$ cat config.mk
export PLATFORM = sky130hd
export DESIGN_NAME = row_ifilter
export DESIGN_NICKNAME = d
export VERILOG_FILES = /design/src/rtl/row_ifilter.sv
export SDC_FILE = /design/constraint.sdc
export NUM_CORES = 2
export LEC_CHECK = 0
export CAP_MARGIN = 0
export CORE_MARGIN = 8
export CORE_UTILIZATION = 55
export CTS_BUF_LIST = sky130_fd_sc_hd__clkbuf_4 sky130_fd_sc_hd__clkbuf_8
export CTS_CLUSTER_DIAMETER = 50
export DETAILED_ROUTE_END_ITERATION = 16
export GPL_TIMING_DRIVEN = 0
export PLACE_DENSITY = 0.81
export SLEW_MARGIN = 5
export SYNTH_ARGS = -nofsm -noshare
export SYNTH_HDL_FRONTEND = slang
export SYNTH_SLANG_ARGS = --single-unit
$ cat constraint.sdc
create_clock -name clk_rf -period 110.1 [get_ports clk_rf]
set_clock_uncertainty 0.05 [all_clocks]
set_input_delay 16.515 -clock clk_rf [delete_from_list [all_inputs] [get_ports clk_rf]]
set_output_delay 16.515 -clock clk_rf [all_outputs]
set_load 0.005 [all_outputs]
$ cat src/rtl/row_ifilter.sv
// Inverse 9/7 lifting row filter: one (low, high) coefficient pair per advance, even/odd samples out.
// Define ROW_IFILTER_SAT_EN to saturate outputs to 16 bits; otherwise the low 16 bits are kept.
module row_ifilter #(
  parameter int SCALE_L = 10078,
  parameter int SCALE_H = 6659,
  parameter int ALPHA   = 12994,
  parameter int BETA    = 434,
  parameter int GAMMA   = 7233,
  parameter int DELTA   = 3633
) (
  input  logic        clk_rf,
  input  logic        rst_syn,
  input  logic        idwt_work,
  input  logic [2:0]  level,
  input  logic [15:0] row_ldata,
  input  logic [15:0] row_hdata,
  input  logic        row_in_vld,
  output logic        row_in_rdy,
  output logic [15:0] rec_even,
  output logic [15:0] rec_odd,
  output logic        rec_out_vld,
  output logic        irf_over
);

  typedef enum logic [1:0] {IDLE, RECV, FL1, FL2} state_t;

  state_t state_q, state_d;
  logic [2:0] level_q, level_d;
  logic [6:0] pair_q, pair_d;
  logic [6:0] row_q, row_d;
  logic signed [19:0] d0_q, s1_q, d1_q, s2_q;
  logic [15:0] even_q, odd_q;
  logic vld_q, over_q;

  function automatic logic signed [20:0] add21(input logic signed [19:0] a,
                                               input logic signed [19:0] b);
    return {a[19], a} + {b[19], b};
  endfunction

  function automatic logic signed [19:0] lift(input logic signed [20:0] x,
                                              input logic signed [15:0] c);
    logic signed [36:0] prod;
    prod = x * c;
    return 20'(prod >>> 13);
  endfunction

  function automatic logic [15:0] toOut(input logic signed [19:0] v);
`ifdef ROW_IFILTER_SAT_EN
    if (v > 20'sd32767) return 16'h7fff;
    if (v < -20'sd32768) return 16'h8000;
`endif
    return 16'(v);
  endfunction

  logic [7:0] pCnt;
  logic [6:0] pLast, rLast;
  logic xfer, advance, firstAdv, secondAdv, emit, isFl1, isFl2;
  logic signed [19:0] s0n, d0n, s1n, d1n, s2n, d2n;

  assign pCnt  = 8'd64 >> level_q;
  assign pLast = 7'(pCnt - 8'd1);
  assign rLast = 7'((pCnt << 1) - 8'd1);

  assign isFl1      = (state_q == FL1);
  assign isFl2      = (state_q == FL2);
  assign row_in_rdy = idwt_work && !rst_syn &&
                      (((state_q == IDLE) && (level <= 3'd4)) || (state_q == RECV));
  assign xfer       = row_in_rdy && row_in_vld;
  assign advance    = xfer || (idwt_work && (isFl1 || isFl2));
  assign firstAdv   = (state_q == IDLE) || ((state_q == RECV) && (pair_q == 7'd0));
  assign secondAdv  = (state_q == RECV) && (pair_q == 7'd1);
  assign emit       = ((state_q == RECV) && (pair_q >= 7'd2)) || isFl1 || isFl2;

  // One lifting step per stage; the left-edge mirrors replace the missing previous neighbour
  // and the flush states replay the last even sample as its own right neighbour.
  always_comb begin
    s0n = lift($signed({row_ldata[15], row_ldata, 4'b0}) >>> 4, 16'(SCALE_L));
    d0n = lift($signed({row_hdata[15], row_hdata, 4'b0}) >>> 4, 16'(SCALE_H));
    s1n = (isFl1 || isFl2) ? s1_q
                           : s0n - lift(add21(firstAdv ? d0n : d0_q, d0n), 16'(DELTA));
    d1n = d0_q - lift(add21(s1_q, s1n), 16'(GAMMA));
    s2n = isFl2 ? s2_q
                : s1_q + lift(add21(secondAdv ? d1n : d1_q, d1n), 16'(BETA));
    d2n = d1_q + lift(add21(s2_q, s2n), 16'(ALPHA));
  end

  always_comb begin
    state_d = state_q;
    level_d = level_q;
    pair_d  = pair_q;
    row_d   = row_q;
    case (state_q)
      IDLE: if (xfer) begin
        level_d = level;
        pair_d  = 7'd1;
        state_d = RECV;
      end
      RECV: if (xfer) begin
        pair_d = pair_q + 7'd1;
        if (pair_q == pLast) state_d = FL1;
      end
      FL1: if (idwt_work) state_d = FL2;
      FL2: if (idwt_work) begin
        pair_d = 7'd0;
        if (row_q == rLast) begin
          row_d   = 7'd0;
          state_d = IDLE;
        end else begin
          row_d   = row_q + 7'd1;
          state_d = RECV;
        end
      end
      default: state_d = IDLE;
    endcase
  end

  // Pipeline registers are cleared at the end of every row so nothing leaks across rows.
  always_ff @(posedge clk_rf) begin
    if (rst_syn) begin
      state_q <= IDLE;
      level_q <= 3'd0;
      pair_q  <= 7'd0;
      row_q   <= 7'd0;
      d0_q    <= '0;
      s1_q    <= '0;
      d1_q    <= '0;
      s2_q    <= '0;
      even_q  <= '0;
      odd_q   <= '0;
      vld_q   <= 1'b0;
      over_q  <= 1'b0;
    end else if (idwt_work) begin
      state_q <= state_d;
      level_q <= level_d;
      pair_q  <= pair_d;
      row_q   <= row_d;
      vld_q   <= advance && emit;
      over_q  <= advance && isFl2 && (row_q == rLast);
      if (advance) begin
        if (isFl2) begin
          d0_q <= '0;
          s1_q <= '0;
          d1_q <= '0;
          s2_q <= '0;
        end else begin
          d0_q <= d0n;
          s1_q <= s1n;
          d1_q <= d1n;
          s2_q <= s2n;
        end
        if (emit) begin
          even_q <= toOut(s2_q);
          odd_q  <= toOut(d2n);
        end
      end
    end
  end

  assign rec_even    = even_q;
  assign rec_odd     = odd_q;
  assign rec_out_vld = vld_q && idwt_work;
  assign irf_over    = over_q && idwt_work;

endmodule

==> run_results.csv <==
group,metric,value,unit
outcome,outcome,"completed",
clocking,ctsHoldBuffers,0,
synthesis,synth-compound-area-share,13.2,%
clocking,clk_path_buf_depth,2,
sta,maxSlewHeadroom,16.0,%
final_layout,layout_common_cells,"inv_1 (823), ha_1 (709), fa_1 (401)",
final_layout,seq_area,0.00260,mm²
sta,finalMaxSlewViolations,0,
final_layout,area_growth,6.19,%
critical_path,r2r_slack,78160,ps
clocking,clock_latency,520,ps
critical_path,crit_start,"row_hdata[1]",
grt,grt_pass1_vias,27500,
placed_design,dp_hpwl,69600,µm
floorplan,start_util,55.3,%
critical_path,start_kind,"primary input",
floorplan,dieArea,0.0698,mm²
clocking,clkSinkCount,130,
run,cap_viol_max_count,0,
clocking,clkTransAtPathRegs,90,ps
synthesis,seq_area_frac_synth,7.69,%
critical_path,worst_path_largest_cell_delay,800,ps
final_layout,fillers,5256,
sta,rsz0062_at_grt,"false",
synthesis,synthSimpleGateAreaFrac,10.8,%
critical_path,reg2regPathDepth,130,
synthesis,netlist_instances,3948,
sta,fmax,20.1,MHz
floorplan,ios,74,
clocking,htreeDepth,4,
sta,setup-tns-final,0,ps
drt,via_per_inst,5.55,
sta,setup_viol,0,
final_layout,nNetsFinal,5189,
grt,overflow,0,
critical_path,worstPathArrival,50130,ps
synthesis,async_flop_share,0,%
sta,whs,408,ps
final_layout,drive_gt1_share,2.39,%
placed_design,gp_congestion,0.975,
final_layout,layout_commonest_cell,"inv_1",
final_layout,antenna_cells,0,
synthesis,synthXorXnorAreaFrac,7.40,%
grt,grt_usage,23.3,%
critical_path,cp_common_cell,"ha_1",
clocking,cts_root_buf,"clkbuf_8",
synthesis,ys.flop_type,"dfxtp_1",
critical_path,endpoint,"rec_odd[13]",
drt,ant_nets,0,
sta,finalHoldViolCount,0,
clocking,post_cts_buffers,0,
synthesis,synth_top_area_share,26.2,%
synthesis,synth.avg_cell_area,8.58,µm²
grt,grt_pass1_wl,134000,µm
sta,worstMarginPinSlew,1250,ps
synthesis,netlist_area,0.0339,mm²
placed_design,portBuffers,72,
synthesis,synth-adder-area-share,49.9,%
final_layout,multi_input_area,0.0280,mm²
clocking,cts_resized,0,
drt,first_pass_iters,8,
synthesis,yosys-top-cells-area,"ha_1 (26%), fa_1 (24%), inv_1 (9.1%)",
synthesis,synth_top_family_by_area,"adder cells",
sta,period_needed,49740,ps
floorplan,fp-row-count,91,
drt,vias,26900,
synthesis,synthDistinctLibCells,80,
floorplan,die-width,264,µm
critical_path,critPathSlowestCell,"xnor2_1",
drt,finalWirelength,80300,µm
floorplan,die_h,264,µm
final_layout,fin_cells,4843,
placed_design,placed_cells,4811,
synthesis,synth-seq-cells,130,
critical_path,rr_endpoint,"rec_odd[13]",
synthesis,syn-num-nets,5097,
grt,antenna_found_initial,0,
clocking,cts_made_buffers,17,
synthesis,synth_edf_count,0,
critical_path,crit_fanout,9,
drt,drcViolationCount,0,
critical_path,crit_type,"primary input to flop",
drt,drtIter0Drc,1767,
critical_path,end_kind,"flop",
critical_path,worstReg2RegStart,"pair_q[2]",
synthesis,synth_mux_area_share,1.21,%
critical_path,cp.required,110490,ps
clocking,cts_tree,"built",
worst_hold_path,hp-class,"flop to flop",
grt,grt_start_max_net_pins,26,
synthesis,yosysWarnings,0,
floorplan,coreArea,0.0613,mm²
drt,wl_per_cell,16.6,µm
synthesis,synth_top_area_cell,"ha_1",
sta,fin_crit_sh,45.2,%
worst min-delay path by stage:
stage / to / cells past startpoint / startpoint / slack (ps)
after floorplan: vld_q / 2 / vld_q / 390
after global placement: rec_even[2] / 2 / rec_even[2] / 390
after detailed placement: rec_odd[12] / 2 / rec_odd[12] / 400
after CTS: rec_even[3] / 2 / rec_even[3] / 410
after global routing: rec_even[3] / 2 / rec_even[3] / 430
final: rec_even[9] / 2 / rec_even[9] / 410
sequential cells by signal (all words and copies together) (netlist names):
signal	count
d0_q	17
d1_q	20
level_q	3
over_q	1
pair_q	7
rec_even	16
rec_odd	16
row_q	7
s1_q	20
s2_q	20
state_q	2
vld_q	1
per-stage QoR:
stage	util, %	instance area (µm²)	worst slack (ps)
3_3_place_gp	58.1	35600	59540
3_5_place_dp	58.1	35600	60210
4_1_cts	58.7	35900	60590
6_report	58.7	36000	60360
5_1_grt	58.7	36000	58100
2_1_floorplan	-	33900	64260
worst max-delay path, delay by kind of cell:
family	cells	cell delay [ps]
fa+ha+maj	37	14320
mux	1	290
buf+inv	16	1240
compound gates	46	9760
simple gates	31	4750
xor+xnor	10	3220
synth_stat cells (32+ instances only):
cell / number
a21o_1: 85
a21oi_1: 225
a22oi_1: 41
clkbuf_1: 54
dfxtp_1: 130
fa_1: 401
ha_1: 709
inv_1: 823
nand2_1: 257
nand3_1: 61
nor2_1: 253
nor2b_1: 32
nor3_1: 65
o21a_1: 39
o21ai_0: 106
xnor2_1: 186
xor2_1: 93
layer usage:
metal / vias up / GRT usage [%] / routed length (µm)
met5: - / 0 / 0
met4: 0 / 8.59 / 2980
met1: 12900 / 29.3 / 34400
li1: 13100 / - / -
met2: 661 / 40.1 / 38300
met3: 181 / 3.85 / 4590
cell families after synthesis:
logic type,Yosys count
xor gates and xnor gates,282
adders and majority gates,1110
DFF,130
muxes,37
buffers and inverters,883
and+or+nand+nor,809
AOI/OAI and AO/OA,697
layout make-up:
cell class / count / share of cell area [%]
tap: 790 / 2.75
multi-input combinational: 2935 / 77.8
timing repair buffer: 73 / 2.02
sequential: 130 / 7.24
clock buffer: 19 / 0.710
clock inverter: 13 / 0.282
inverter: 824 / 8.60
buffer: 59 / 0.616
Power is not shown: default switching activity piles up to over one toggle a cycle in this logic, so the estimate is an artifact.
